**src/rtl/prog_mem_pkg.sv**
```systemverilog
// Shared CPU definitions: opcode encoding, program-memory FSM states and the NOP word.
package prog_mem_pkg;

  typedef enum logic [3:0] {
    opADD  = 4'h0,
    opADDI = 4'h1,
    opSUB  = 4'h2,
    opSUBI = 4'h3,
    opAND  = 4'h4,
    opOR   = 4'h5,
    opXOR  = 4'h6,
    opLD   = 4'h7,
    opST   = 4'h8,
    opB    = 4'h9,
    opBZ   = 4'hA,
    opBNZ  = 4'hB
  } instrOpcode;

  typedef enum logic [1:0] {
    IDLE,
    LOAD,
    PAD
  } progMemState_t;

  // ADD X7, X7, X7 has no architectural effect, so it serves as the NOP.
  localparam logic [15:0] INSTR_NOP = {opADD, 3'b0, 3'd7, 3'd7, 3'd7};

endpackage

```
**src/rtl/mem_array.sv**
```systemverilog
// Single-port synchronous RAM: one write or one registered read per cycle.
module mem_array #(
  parameter int DEPTH = 64,
  parameter int WIDTH = 16,
  parameter int AW    = $clog2(DEPTH)
) (
  input  logic             clk,
  input  logic             we,
  input  logic [AW-1:0]    addr,
  input  logic [WIDTH-1:0] wdata,
  output logic [WIDTH-1:0] rdata
);

  logic [WIDTH-1:0] mem [DEPTH];

  always_ff @(posedge clk) begin
    if (we) begin
      mem[addr] <= wdata;
    end else begin
      rdata <= mem[addr];
    end
  end

endmodule

```
**src/rtl/prog_mem.sv**
```systemverilog
// Instruction memory with registered fetch and a streaming program-load port
// that pads every location past the loaded program with NOP.
module prog_mem
  import prog_mem_pkg::*;
#(
  parameter int ADDR_W  = 16,
  parameter int INSTR_W = 16,
  parameter int DEPTH   = 64
) (
  input  logic                       clk,
  input  logic                       reset,
  input  logic [ADDR_W-1:0]          fetch_addr,
  input  logic                       fetch_en,
  output logic [INSTR_W-1:0]         instr,
  output logic                       instr_valid,
  input  logic                       load_start,
  input  logic                       load_valid,
  output logic                       load_ready,
  input  logic [INSTR_W-1:0]         load_data,
  input  logic                       load_last,
  output logic                       busy,
  output logic [$clog2(DEPTH+1)-1:0] load_count
);

  localparam int AW = $clog2(DEPTH);
  localparam int CW = $clog2(DEPTH+1);
  localparam logic [INSTR_W-1:0] NOP_W = INSTR_W'(INSTR_NOP);

  progMemState_t state;
  logic [CW-1:0]      ptr;
  logic               fetch_q;
  logic               oor_q;
  logic [INSTR_W-1:0] hold_q;
  logic               valid_q;

  logic [AW-1:0]      fetch_idx;
  logic               oor;
  logic               accept;
  logic               pad_write;
  logic               mem_we;
  logic [AW-1:0]      mem_addr;
  logic [INSTR_W-1:0] mem_wdata;
  logic [INSTR_W-1:0] mem_rdata;

  assign fetch_idx = fetch_addr[AW:1];
  assign oor       = (fetch_addr >> (AW + 1)) != '0;
  assign accept    = (state == LOAD) && load_valid && load_ready;
  assign pad_write = (state == PAD) && (ptr != CW'(DEPTH));

  always_comb begin
    mem_we    = 1'b0;
    mem_addr  = fetch_idx;
    mem_wdata = load_data;
    if (accept) begin
      mem_we   = 1'b1;
      mem_addr = ptr[AW-1:0];
    end else if (pad_write) begin
      mem_we    = 1'b1;
      mem_addr  = ptr[AW-1:0];
      mem_wdata = NOP_W;
    end
  end

  mem_array #(
    .DEPTH(DEPTH),
    .WIDTH(INSTR_W),
    .AW(AW)
  ) u_mem (
    .clk(clk),
    .we(mem_we),
    .addr(mem_addr),
    .wdata(mem_wdata),
    .rdata(mem_rdata)
  );

  // RAM read data is only meaningful the cycle after a fetch; otherwise the
  // last presented word is replayed from hold_q so stalls keep instr stable.
  always_comb begin
    if (busy) begin
      instr       = NOP_W;
      instr_valid = 1'b0;
    end else if (fetch_q) begin
      instr       = oor_q ? NOP_W : mem_rdata;
      instr_valid = 1'b1;
    end else begin
      instr       = hold_q;
      instr_valid = valid_q;
    end
  end

  always_ff @(posedge clk) begin
    if (reset) begin
      state      <= IDLE;
      ptr        <= '0;
      load_count <= '0;
      load_ready <= 1'b0;
      busy       <= 1'b0;
      fetch_q    <= 1'b0;
      oor_q      <= 1'b0;
      hold_q     <= NOP_W;
      valid_q    <= 1'b0;
    end else begin
      hold_q  <= instr;
      valid_q <= instr_valid;
      fetch_q <= 1'b0;
      case (state)
        IDLE: begin
          if (load_start) begin
            state      <= LOAD;
            ptr        <= '0;
            load_count <= '0;
            load_ready <= 1'b1;
            busy       <= 1'b1;
          end else if (fetch_en) begin
            fetch_q <= 1'b1;
            oor_q   <= oor;
          end
        end
        LOAD: begin
          if (accept) begin
            ptr        <= ptr + CW'(1);
            load_count <= load_count + CW'(1);
            if (load_last || (ptr == CW'(DEPTH - 1))) begin
              state      <= PAD;
              load_ready <= 1'b0;
            end
          end
        end
        PAD: begin
          if (ptr == CW'(DEPTH)) begin
            state <= IDLE;
            busy  <= 1'b0;
          end else begin
            ptr <= ptr + CW'(1);
          end
        end
        default: begin
          state      <= IDLE;
          busy       <= 1'b0;
          load_ready <= 1'b0;
        end
      endcase
    end
  end

endmodule

```
**config.mk**
```make
export PLATFORM = sky130hd
export DESIGN_NAME = prog_mem
export DESIGN_NICKNAME = d
export VERILOG_FILES = /design/src/rtl/prog_mem_pkg.sv /design/src/rtl/mem_array.sv /design/src/rtl/prog_mem.sv
export SDC_FILE = /design/constraint.sdc
export NUM_CORES = 1
export LEC_CHECK = 0
export ABC_AREA = 1
export CORE_AREA = 2 2 296 298
export DETAILED_ROUTE_END_ITERATION = 8
export DIE_AREA = 0 0 298 300
export PLACE_DENSITY = 0.71
export SLEW_MARGIN = 20
export SYNTH_ARGS = -nofsm -noshare
export SYNTH_HDL_FRONTEND = slang
export SYNTH_SLANG_ARGS = --single-unit
```
**constraint.sdc**
```tcl
create_clock -name clk -period 5.4 [get_ports clk]
set_clock_uncertainty 0.2 [all_clocks]
set_input_delay 0.81 -clock clk [delete_from_list [all_inputs] [get_ports clk]]
set_output_delay 0.81 -clock clk [all_outputs]
set_load 0.02 [all_outputs]
```
=== Word level (Yosys, flattened, before mapping) ===
Memories as Yosys holds them, arrays and structs flattened. A register that Yosys moved wholly into a read port is not among the register bits.
Index checks and enable logic that the tools add are counted.

* Register bits: 37
* Memory bits (writable): 1024
* Input bits: 38
* Output and inout bits: 26
* Logic and storage cells: 73
* Memories: 1

{| class="wikitable"
|+ Memories
! name !! words !! bits a word !! rd ports !! clocked after Yosys merged registers in !! write ports !! RTL line !! RTL
|-
| u_mem.mem || 64 || 16 || 1 || 1 || 1 || mem_array.sv:14 || <nowiki>logic [WIDTH-1:0] mem [DEPTH];</nowiki>
|}

* $add $sub $neg: 2
* Eq/ne operators: 10
* Multiplexer cells: 31
* Bitwise logic cells: 4
* Reduce and logical (&&, ||, !) cells: 16

{| class="wikitable"
|+ Operators with widths
! kind !! number
|-
| $mux W16 || 5
|-
| $mux W7 || 4
|-
| $pmux W7 S3 || 1
|-
| $reduce_bool A16 Y1 || 1
|-
| $add A7 B1 Y7 const B || 2
|-
| $pmux W7 S2 || 1
|-
| $mux W6 || 2
|-
| $reduce_and A4 Y1 || 3
|-
| $mux W1 || 11
|-
| $reduce_and A3 Y1 || 3
|-
| $mux W2 || 4
|-
| $eq A7 B6 Y1 const B || 1
|-
| $eq A7 B7 Y1 const B || 1
|-
| $ne A7 B7 Y1 const B || 1
|-
| $ne A2 B2 Y1 const B || 3
|-
| $pmux W1 S3 || 2
|-
| $pmux W2 S3 || 1
|-
| $ne A2 B1 Y1 const B || 2
|-
| $not A1 Y1 || 4
|-
| $logic_and A1 B1 Y1 || 3
|-
| $reduce_bool A3 Y1 || 1
|-
| $reduce_or A3 Y1 || 1
|-
| $eq A2 B1 Y1 const B || 1
|-
| $eq A2 B2 Y1 const B || 1
|-
| 4 further kinds || 4
|}

=== Depth between registers and ports, before layout ===
Gate-level depths: netlist (run 1).

* Depth in word-level cells: 6
* Mapped depth: 19
* Mapped depth without buffers: 17

=== Cells and area by module ===
From an unflattened synthesis (run 1), not the netlist that was laid out.

* Cell total of the unflattened synthesis: 4601
* Area, all modules: 45994.1 um2

{| class="wikitable"
|+ Modules (own cells, without submodules)
! module !! instances !! cells each !! area each (um2) !! sequential area each (um2)
|-
| mem_array || 1 || 4261 || 43752.0 || 31230.0
|-
| prog_mem || 1 || 340 || 2242.2 || 740.7
|}

=== Least setup slack after synthesis (run 1) ===
OpenSTA, ideal clock, no wires.

* Path type: input to register
* Start point: input port load_valid
* End point: memory u_mem.mem[38][0] (enable)
* Library setup time: 0.431 ns
* Data arrival time: 3.533 ns
* Data required time: 4.769 ns
* Slack: 1.236 ns
* Stages on the path: 7
* Buffers on the path: 0
* Path through: nand3_4 nand2_8 inv_2 nand2_1 o21ai_4 nand4_1 nor4_1

* Word-level cells in the longest chain between the ends: 5
* Elaborated cells on any way between the ends: 6

{| class="wikitable"
|+ Ends and longest elaborated chain
! item !! RTL line !! RTL
|-
| from (decl) || prog_mem.sv:17 || <nowiki>input logic load_valid,</nowiki>
|-
| $logic_and A1 B1 Y1 (*) (2 in a row) || prog_mem.sv:47 || <nowiki>assign accept = (state == LOAD) && load_valid && load_ready;</nowiki>
|-
| $mux W1 || prog_mem.sv:54 || <nowiki>if (accept) begin</nowiki>
|-
| $mux W1 || mem_array.sv:17 || <nowiki>if (we) begin</nowiki>
|-
| $mux W1 (not written as such) || mem_array.sv:18 || <nowiki>mem[addr] <= wdata;</nowiki>
|-
| to (decl) || mem_array.sv:14 ||
|}

Mark *: on every way between the ends. The rest lies on a longest branch, timed or not.

=== Worst setup path in the final report (run 1) ===
* Start point: register ptr[0]
* End point: register u_mem.rdata[0], read port of u_mem.mem (data pin)

* Word-level cells in the longest chain between the ends: 5
* Elaborated cells on any way between the ends: 7

{| class="wikitable"
|+ Ends and longest elaborated chain
! item !! RTL line !! RTL
|-
| from (decl) || prog_mem.sv:30 || <nowiki>logic [CW-1:0] ptr;</nowiki>
|-
| from (signal assigned) || prog_mem.sv:121 || <nowiki>ptr <= ptr + CW'(1);</nowiki>
|-
| from (signal assigned) || prog_mem.sv:134 || <nowiki>ptr <= ptr + CW'(1);</nowiki>
|-
| $ne A7 B7 Y1 || prog_mem.sv:48 || <nowiki>assign pad_write = (state == PAD) && (ptr != CW'(DEPTH));</nowiki>
|-
| $logic_and A1 B1 Y1 || prog_mem.sv:48 ||
|-
| $mux W1 || prog_mem.sv:57 || <nowiki>end else if (pad_write) begin</nowiki>
|-
| $mux W1 || prog_mem.sv:54 ||
|-
| $logic_not A1 Y1 (no line) || n/a ||
|-
| to (decl) || mem_array.sv:11 || <nowiki>output logic [WIDTH-1:0] rdata</nowiki>
|}

Parallel ways exist; a longest one is shown, timed or not.
A chain may end at the register's enable or synchronous reset.

==> results.sh, run 1 <==
export IMPL_status="completed"
export IMPL_tightestPinTransition_ps=1087
export IMPL_gp_congestion=0.8821
export IMPL_nets=4529
export IMPL_multi_input_area_um2=11100
export IMPL_setup_tns_ps=0
export IMPL_core_um2=86210
export IMPL_critPathKind="register to register"
export IMPL_worstPathArrival_ps=4410
export IMPL_async_reset_ff_share_pct=0
export IMPL_nFillCells=6671
export IMPL_grt_usage_pct=26.08
export IMPL_syn_avg_cell_area_um2=10.73
export IMPL_tritoncts="built"
export IMPL_antenna_found_initial=1
export IMPL_synth_xor_area_share_pct=0.05592
export IMPL_setup_violations=0
export IMPL_placedCellCount=5529
export IMPL_r2r_end="u_mem.rdata[0]"
export IMPL_min_from="hold_q[2]"
export IMPL_ys_warn_count=0
export IMPL_synth_compound_area_share_pct=2.165
export IMPL_critPathLaunchType="register"
export IMPL_routedWlPerCell_um=20.48
export IMPL_synth_top_family_by_area="simple AND/OR/NAND/NOR gates"
export IMPL_reg2reg_depth=18
export IMPL_power_density_nw_per_um2=428.4
export IMPL_synth_ff_type="edfxtp_1"
export IMPL_r2r_slack_ps=1190
export IMPL_cts_max_path_buffers=3
export IMPL_cp_end_kind="register"
export IMPL_die_y_um=300
export IMPL_grt_overflow=0
export IMPL_fin_area_um2=52990
export IMPL_syn_area_um2=46990
export IMPL_relSlewSlack_pct=27.53
export IMPL_finalNonFillerCells=5728
export IMPL_final_cell_mix="nand2_1, edfxtp_1, inv_1"
export IMPL_cts_hold_buf=0
export IMPL_max_freq_mhz=237.4
export IMPL_drc=0
export IMPL_clk_latency_ps=690
export IMPL_synth_distinct_cells=41
export IMPL_grt_max_degree=140
export IMPL_placed_cell_area_um2=49460
export IMPL_antenna_left=0
export IMPL_boundaryPins=64
export IMPL_cp_required_ps=5600
export IMPL_syn_inst=4377
export IMPL_register_area_um2=31970
export IMPL_drv_cap=0
export IMPL_cts_sinks=1077
export IMPL_hpwl_mm=67.68
export IMPL_layout_commonest_cell="nand2_1"
export IMPL_die_x_um=298
export IMPL_min_period_over_period_pct=78.00
export IMPL_start_util_pct=54.50
export IMPL_avgViaCountPerCell=5.456
export IMPL_num_rows=108
export IMPL_worst_slack_ps=1188
export IMPL_cts_root_buf="clkbuf_16"
export IMPL_io_buffers=62
export IMPL_grt_pass1_vias=29080
export IMPL_first_iter_violations=3615
export IMPL_path_clk_slew_ps=60
export IMPL_rsz0062_at_grt="false"
export IMPL_drv_slew=0
export IMPL_synthMuxAreaShare_pct=0
export IMPL_cellLeakagePower_uw=0.02180
export IMPL_synth_edff_count=1040
export IMPL_cts_resized_gates=0
export IMPL_fin_crit_ps=4212
export IMPL_ir_worst_vdd_mv=0.2547
export IMPL_min_to="hold_q[2]"
export IMPL_cp_max_fo=37
export IMPL_seq_area_frac_synth_pct=68.04
export IMPL_drt_first_pass_iters=5
export IMPL_synth_seq_cells=1077
export IMPL_synth_net_count=4423
export IMPL_dieArea_um2=89400
export IMPL_yosys_area_share_simple_pct=21.02
export IMPL_hold_viol_final=0
export IMPL_vias=31250
export IMPL_post_cts_buffers=0
export IMPL_pre_cts_slack_ps=697.7
export IMPL_grt_pass1_wl_mm=175.5
export IMPL_h_tree_depth=3
export IMPL_hold_class="register to register"
export IMPL_final_layout_size_suffix_gt1_share_pct=7.943
export IMPL_wl_mm=117.3
export IMPL_min_path_cells=2
export IMPL_synth_fa_ha_area_share_pct=0.2130
export IMPL_rr_startpoint="ptr[0]"
export IMPL_cts_buffers_inserted=106
export IMPL_syn_to_final_growth_pct=12.77
## synthesized netlist by cell type, types with 2 or more instances
master / n / share of area, %
nand3_1: 518 / 5.5
buf_2: 135 / 1.4
nor4_1: 4 / 0.053
xor2_1: 3 / 0.056
or2_0: 33 / 0.44
nor3_1: 13 / 0.14
ha_1: 8 / 0.21
a211oi_1: 3 / 0.048
nand2_4: 2 / 0.048
nor2_4: 2 / 0.048
o21ai_1: 103 / 1.1
nor2_1: 119 / 0.95
nor3b_1: 6 / 0.096
o21ai_0: 51 / 0.54
nand3b_1: 257 / 4.1
nand4_1: 13 / 0.17
clkbuf_1: 54 / 0.43
buf_1: 5 / 0.040
nor3_4: 3 / 0.10
o211ai_1: 16 / 0.26
edfxtp_1: 1040 / 66
nand2_1: 1107 / 8.8
o21ai_4: 3 / 0.10
nor2_2: 5 / 0.067
buf_4: 20 / 0.32
dfxtp_1: 37 / 1.6
a21oi_1: 8 / 0.085
nand2_2: 6 / 0.080
buf_6: 2 / 0.048
inv_1: 768 / 6.1
nand3_2: 2 / 0.043
or2_1: 16 / 0.21
inv_2: 7 / 0.056
## final cells by class
class                      count  area share (%)
timing repair buffer         214           3.858
inverter                     778           5.528
multi-input combinational   2306           20.94
sequential                  1077           60.34
tap                         1155           2.727
antenna                        3         0.01417
clock buffer                 130           5.273
clock inverter                65           1.318
## sequential cells by signal, summed over array words and instances (netlist names), 2 cells and up
signal       cells
u_mem.mem     1024
load_count       7
ptr              7
state            2
u_mem.rdata     16
hold_q          16
## metrics by stage
step           total power, µW  hold WS [ps]  util (%)
4_1_cts                  22670         276.6     61.42
3_3_place_gp             15210         255.3     57.35
3_5_place_dp             15320         258.8     57.37
6_report                 22700         275.2     61.46
5_1_grt                  23550         305.7     61.45
2_1_floorplan            13230         244.3         -
## cells by family after synthesis
group	after synthesis
simple gates	2109
flops	1077
buf+inv	994
xor+xnor	3
fa+ha+maj	8
compound gates	186
## worst max-delay path, stage by stage (launching register included)
cell and delay (ps):
dfxtp_1 380, inv_1 120, ha_1 160, nand2_1 50, inv_1 50, nand3_2 100
nand2_4 170, nand2_8 160, nand2_8 290, nand2_8 230, inv_6 350, buf_12 290
nand2_1 90, nand3_1 70, nand2_1 120, o21ai_1 340, nand2_1 100, nor2_1 460
nand2_1 140
## report_power, final
group	total [µW]	switching [µW]	internal, µW	leakage (µW)
Sequential	9860	78.8	9780	0.00967
Clock	7430	3130	4300	0.00169
Combinational	5410	4040	1380	0.0104
## layer usage
layer / vias up / share of wire (%) / GRT usage, %
li1: 14600 / - / -
met1: 14950 / 41 / 36.90
met2: 1497 / 46 / 41.55
met3: 204 / 9.8 / 4.227
met4: 0 / 2.8 / 8.758
met5: - / 0 / 0
## worst max-delay path by stage
stage	startpoint	endpoint	slack, ps	cells past startpoint
global route	ptr[0]	u_mem.rdata[0]	1050	18
CTS	ptr[0]	u_mem.mem[14][5]	1100	13
detailed placement	load_valid	u_mem.mem[14][14]	700	9
global placement	load_valid	u_mem.mem[46][0]	720	9
finish	ptr[0]	u_mem.rdata[0]	1190	18
floorplan	load_valid	u_mem.mem[38][0]	1240	7
Note: power is estimated with default switching activity, not from simulation.
==> inputs of run 2 (changes only) <==
==> constraint.sdc (replaced) <==
create_clock -name clk -period 4.24 [get_ports clk]
set_clock_uncertainty 0.2 [all_clocks]
set_input_delay 0.636 -clock clk [delete_from_list [all_inputs] [get_ports clk]]
set_output_delay 0.636 -clock clk [all_outputs]
set_load 0.02 [all_outputs]
==> results.sh, run 2 (synthesis gave the netlist of run 1 again) <==
export IMPL_status="completed"
export IMPL_largest_reg_flops=1024
export IMPL_drv_slew=0
export IMPL_grt_overflow=0
export IMPL_power_density_nw_per_um2=540.7
export IMPL_tightestPinTransition_ps=927.0
export IMPL_total_power_uw=29000
export IMPL_max_freq_mhz=266.6
export IMPL_final_cell_mix="nand2_1, edfxtp_1, inv_1"
export IMPL_slowest_stage="o21ai_0"
export IMPL_grt_pass1_vias=28570
export IMPL_antenna_found_initial=1
export IMPL_hold_viol_final=0
export IMPL_cts_buffers_inserted=105
export IMPL_start_util_pct=54.50
export IMPL_r2r_end="u_mem.rdata[0]"
export IMPL_cpMostUsedCell="nand2_1"
export IMPL_wl_mm=116.4
export IMPL_worstPathCellList="inv_1 > ha_1 > nand2_1 > inv_1 > nand3_2 > nand2_4 > nand2_8 > nand2_1 > nand2_1 > nor2_4 > buf_12 > nand3_1 > nand2_1 > o21ai_0 > nand2_1 > nor2_1 > nand2_1"
export IMPL_h_tree_depth=3
export IMPL_cp_depth=17
export IMPL_worst_slack_ps=488.8
export IMPL_cts_sinks=1077
export IMPL_num_rows=108
export IMPL_crit_path_start="ptr[0]"
export IMPL_hpwl_mm=67.61
export IMPL_first_iter_violations=4063
export IMPL_cts_hold_buf=0
export IMPL_syn_to_final_growth_pct=14.16
export IMPL_critPathLaunchType="register"
export IMPL_cp_max_fo=28
export IMPL_cp_end_kind="register"
export IMPL_path_clk_slew_ps=60
export IMPL_io_buffers=62
export IMPL_ir_worst_vdd_mv=0.3131
export IMPL_antenna_left=0
export IMPL_cts_max_path_buffers=3
export IMPL_routedWlPerCell_um=20.16
export IMPL_min_period_over_period_pct=88.47
export IMPL_core_um2=86210
export IMPL_cts_resized_gates=0
export IMPL_critPathKind="register to register"
export IMPL_grt_max_degree=126
export IMPL_drt_first_pass_iters=6
export IMPL_dieArea_um2=89400
export IMPL_layout_commonest_cell="nand2_1"
export IMPL_crit_end="u_mem.rdata[0]"
export IMPL_hold_class="register to register"
export IMPL_pre_cts_slack_ps=316.2
export IMPL_grt_usage_pct=25.95
export IMPL_drc=0
export IMPL_rsz0062_at_grt="false"
export IMPL_rr_startpoint="ptr[0]"
export IMPL_avgViaCountPerCell=5.349
export IMPL_clk_latency_ps=670
export IMPL_top_register="u_mem.mem"
export IMPL_cellLeakagePower_uw=0.02214
export IMPL_grt_pass1_wl_mm=173.5
export IMPL_drv_cap=0
export IMPL_cts_root_buf="clkbuf_16"
export IMPL_setup_violations=0
export IMPL_nets=4578
export IMPL_relSlewSlack_pct=38.11
export IMPL_final_layout_size_suffix_gt1_share_pct=8.618
export IMPL_r2r_slack_ps=490
export IMPL_slowest_delay_ps=710
export IMPL_cp_required_ps=4450
export IMPL_reg2reg_depth=17
export IMPL_top_regs="u_mem.mem (1024), hold_q (16), u_mem.rdata (16)"
export IMPL_setup_tns_ps=0
export IMPL_die_y_um=300
export IMPL_worstPathArrival_ps=3960
export IMPL_vias=30880
export IMPL_tritoncts="built"
export IMPL_boundaryPins=64
export IMPL_fin_crit_ps=3751
export IMPL_die_x_um=298
export IMPL_path_buf_inv=3
export IMPL_post_cts_buffers=0
export IMPL_antenna_cells=0
export IMPL_gp_congestion=0.8715
export IMPL_path_delay_family="simple AND/OR/NAND/NOR gates"
[run 2: worst min-delay path by stage]
stage | cells past startpoint | from | endpoint
floorplan | 2 | hold_q[0] | hold_q[0]
global placement | 2 | hold_q[1] | hold_q[1]
detailed placement | 2 | hold_q[2] | hold_q[2]
CTS | 2 | hold_q[6] | hold_q[6]
global route | 2 | hold_q[2] | hold_q[2]
finish | 2 | hold_q[4] | hold_q[4]
[run 2: tightest hold or removal path, delay by kind of cell (launching register included)]
| family | cells | cell delay, ps |
|---|---|---|
| DFF | 1 | 310 |
| and+or+nand+nor | 2 | 140 |
[run 2: routing by layer]
metal	part of all wire, %	vias up	wire, µm	global-route usage [%]
met1	42	14670	49170	37.65
li1	-	14700	-	-
met3	8.7	199	10120	3.577
met2	46	1310	53080	40.45
met4	3.5	0	4018	9.392
met5	0	-	0	0
[run 2: layout make-up]
| cell class | count | area (µm²) |
|---|---|---|
| sequential | 1077 | 31970 |
| inverter | 778 | 2929 |
| clock buffer | 137 | 2843 |
| clock inverter | 56 | 589.3 |
| fill | 6500 | 32580 |
| timing repair buffer | 264 | 2763 |
| tap | 1155 | 1445 |
| multi-input combinational | 2306 | 11100 |
[run 2: power breakdown]
part / internal [µW] / switching (µW)
Combinational: 1930 / 5140
Sequential: 12500 / 158
Clock: 5480 / 3840
Total: 19900 / 9140
[run 2: per-stage QoR]
step | cell area, µm² | std cells | hold slack (ps) | utilization [%]
floorplan | 46990 | 4377 | 244.3 | -
global placement | 50210 | 5580 | 256.1 | 58.23
detailed placement | 50210 | 5580 | 258.0 | 58.23
CTS | 53640 | 5773 | 276.0 | 62.22
global route | 53640 | 5773 | 288.4 | 62.22
finish | 53640 | 5773 | 276.1 | 62.22
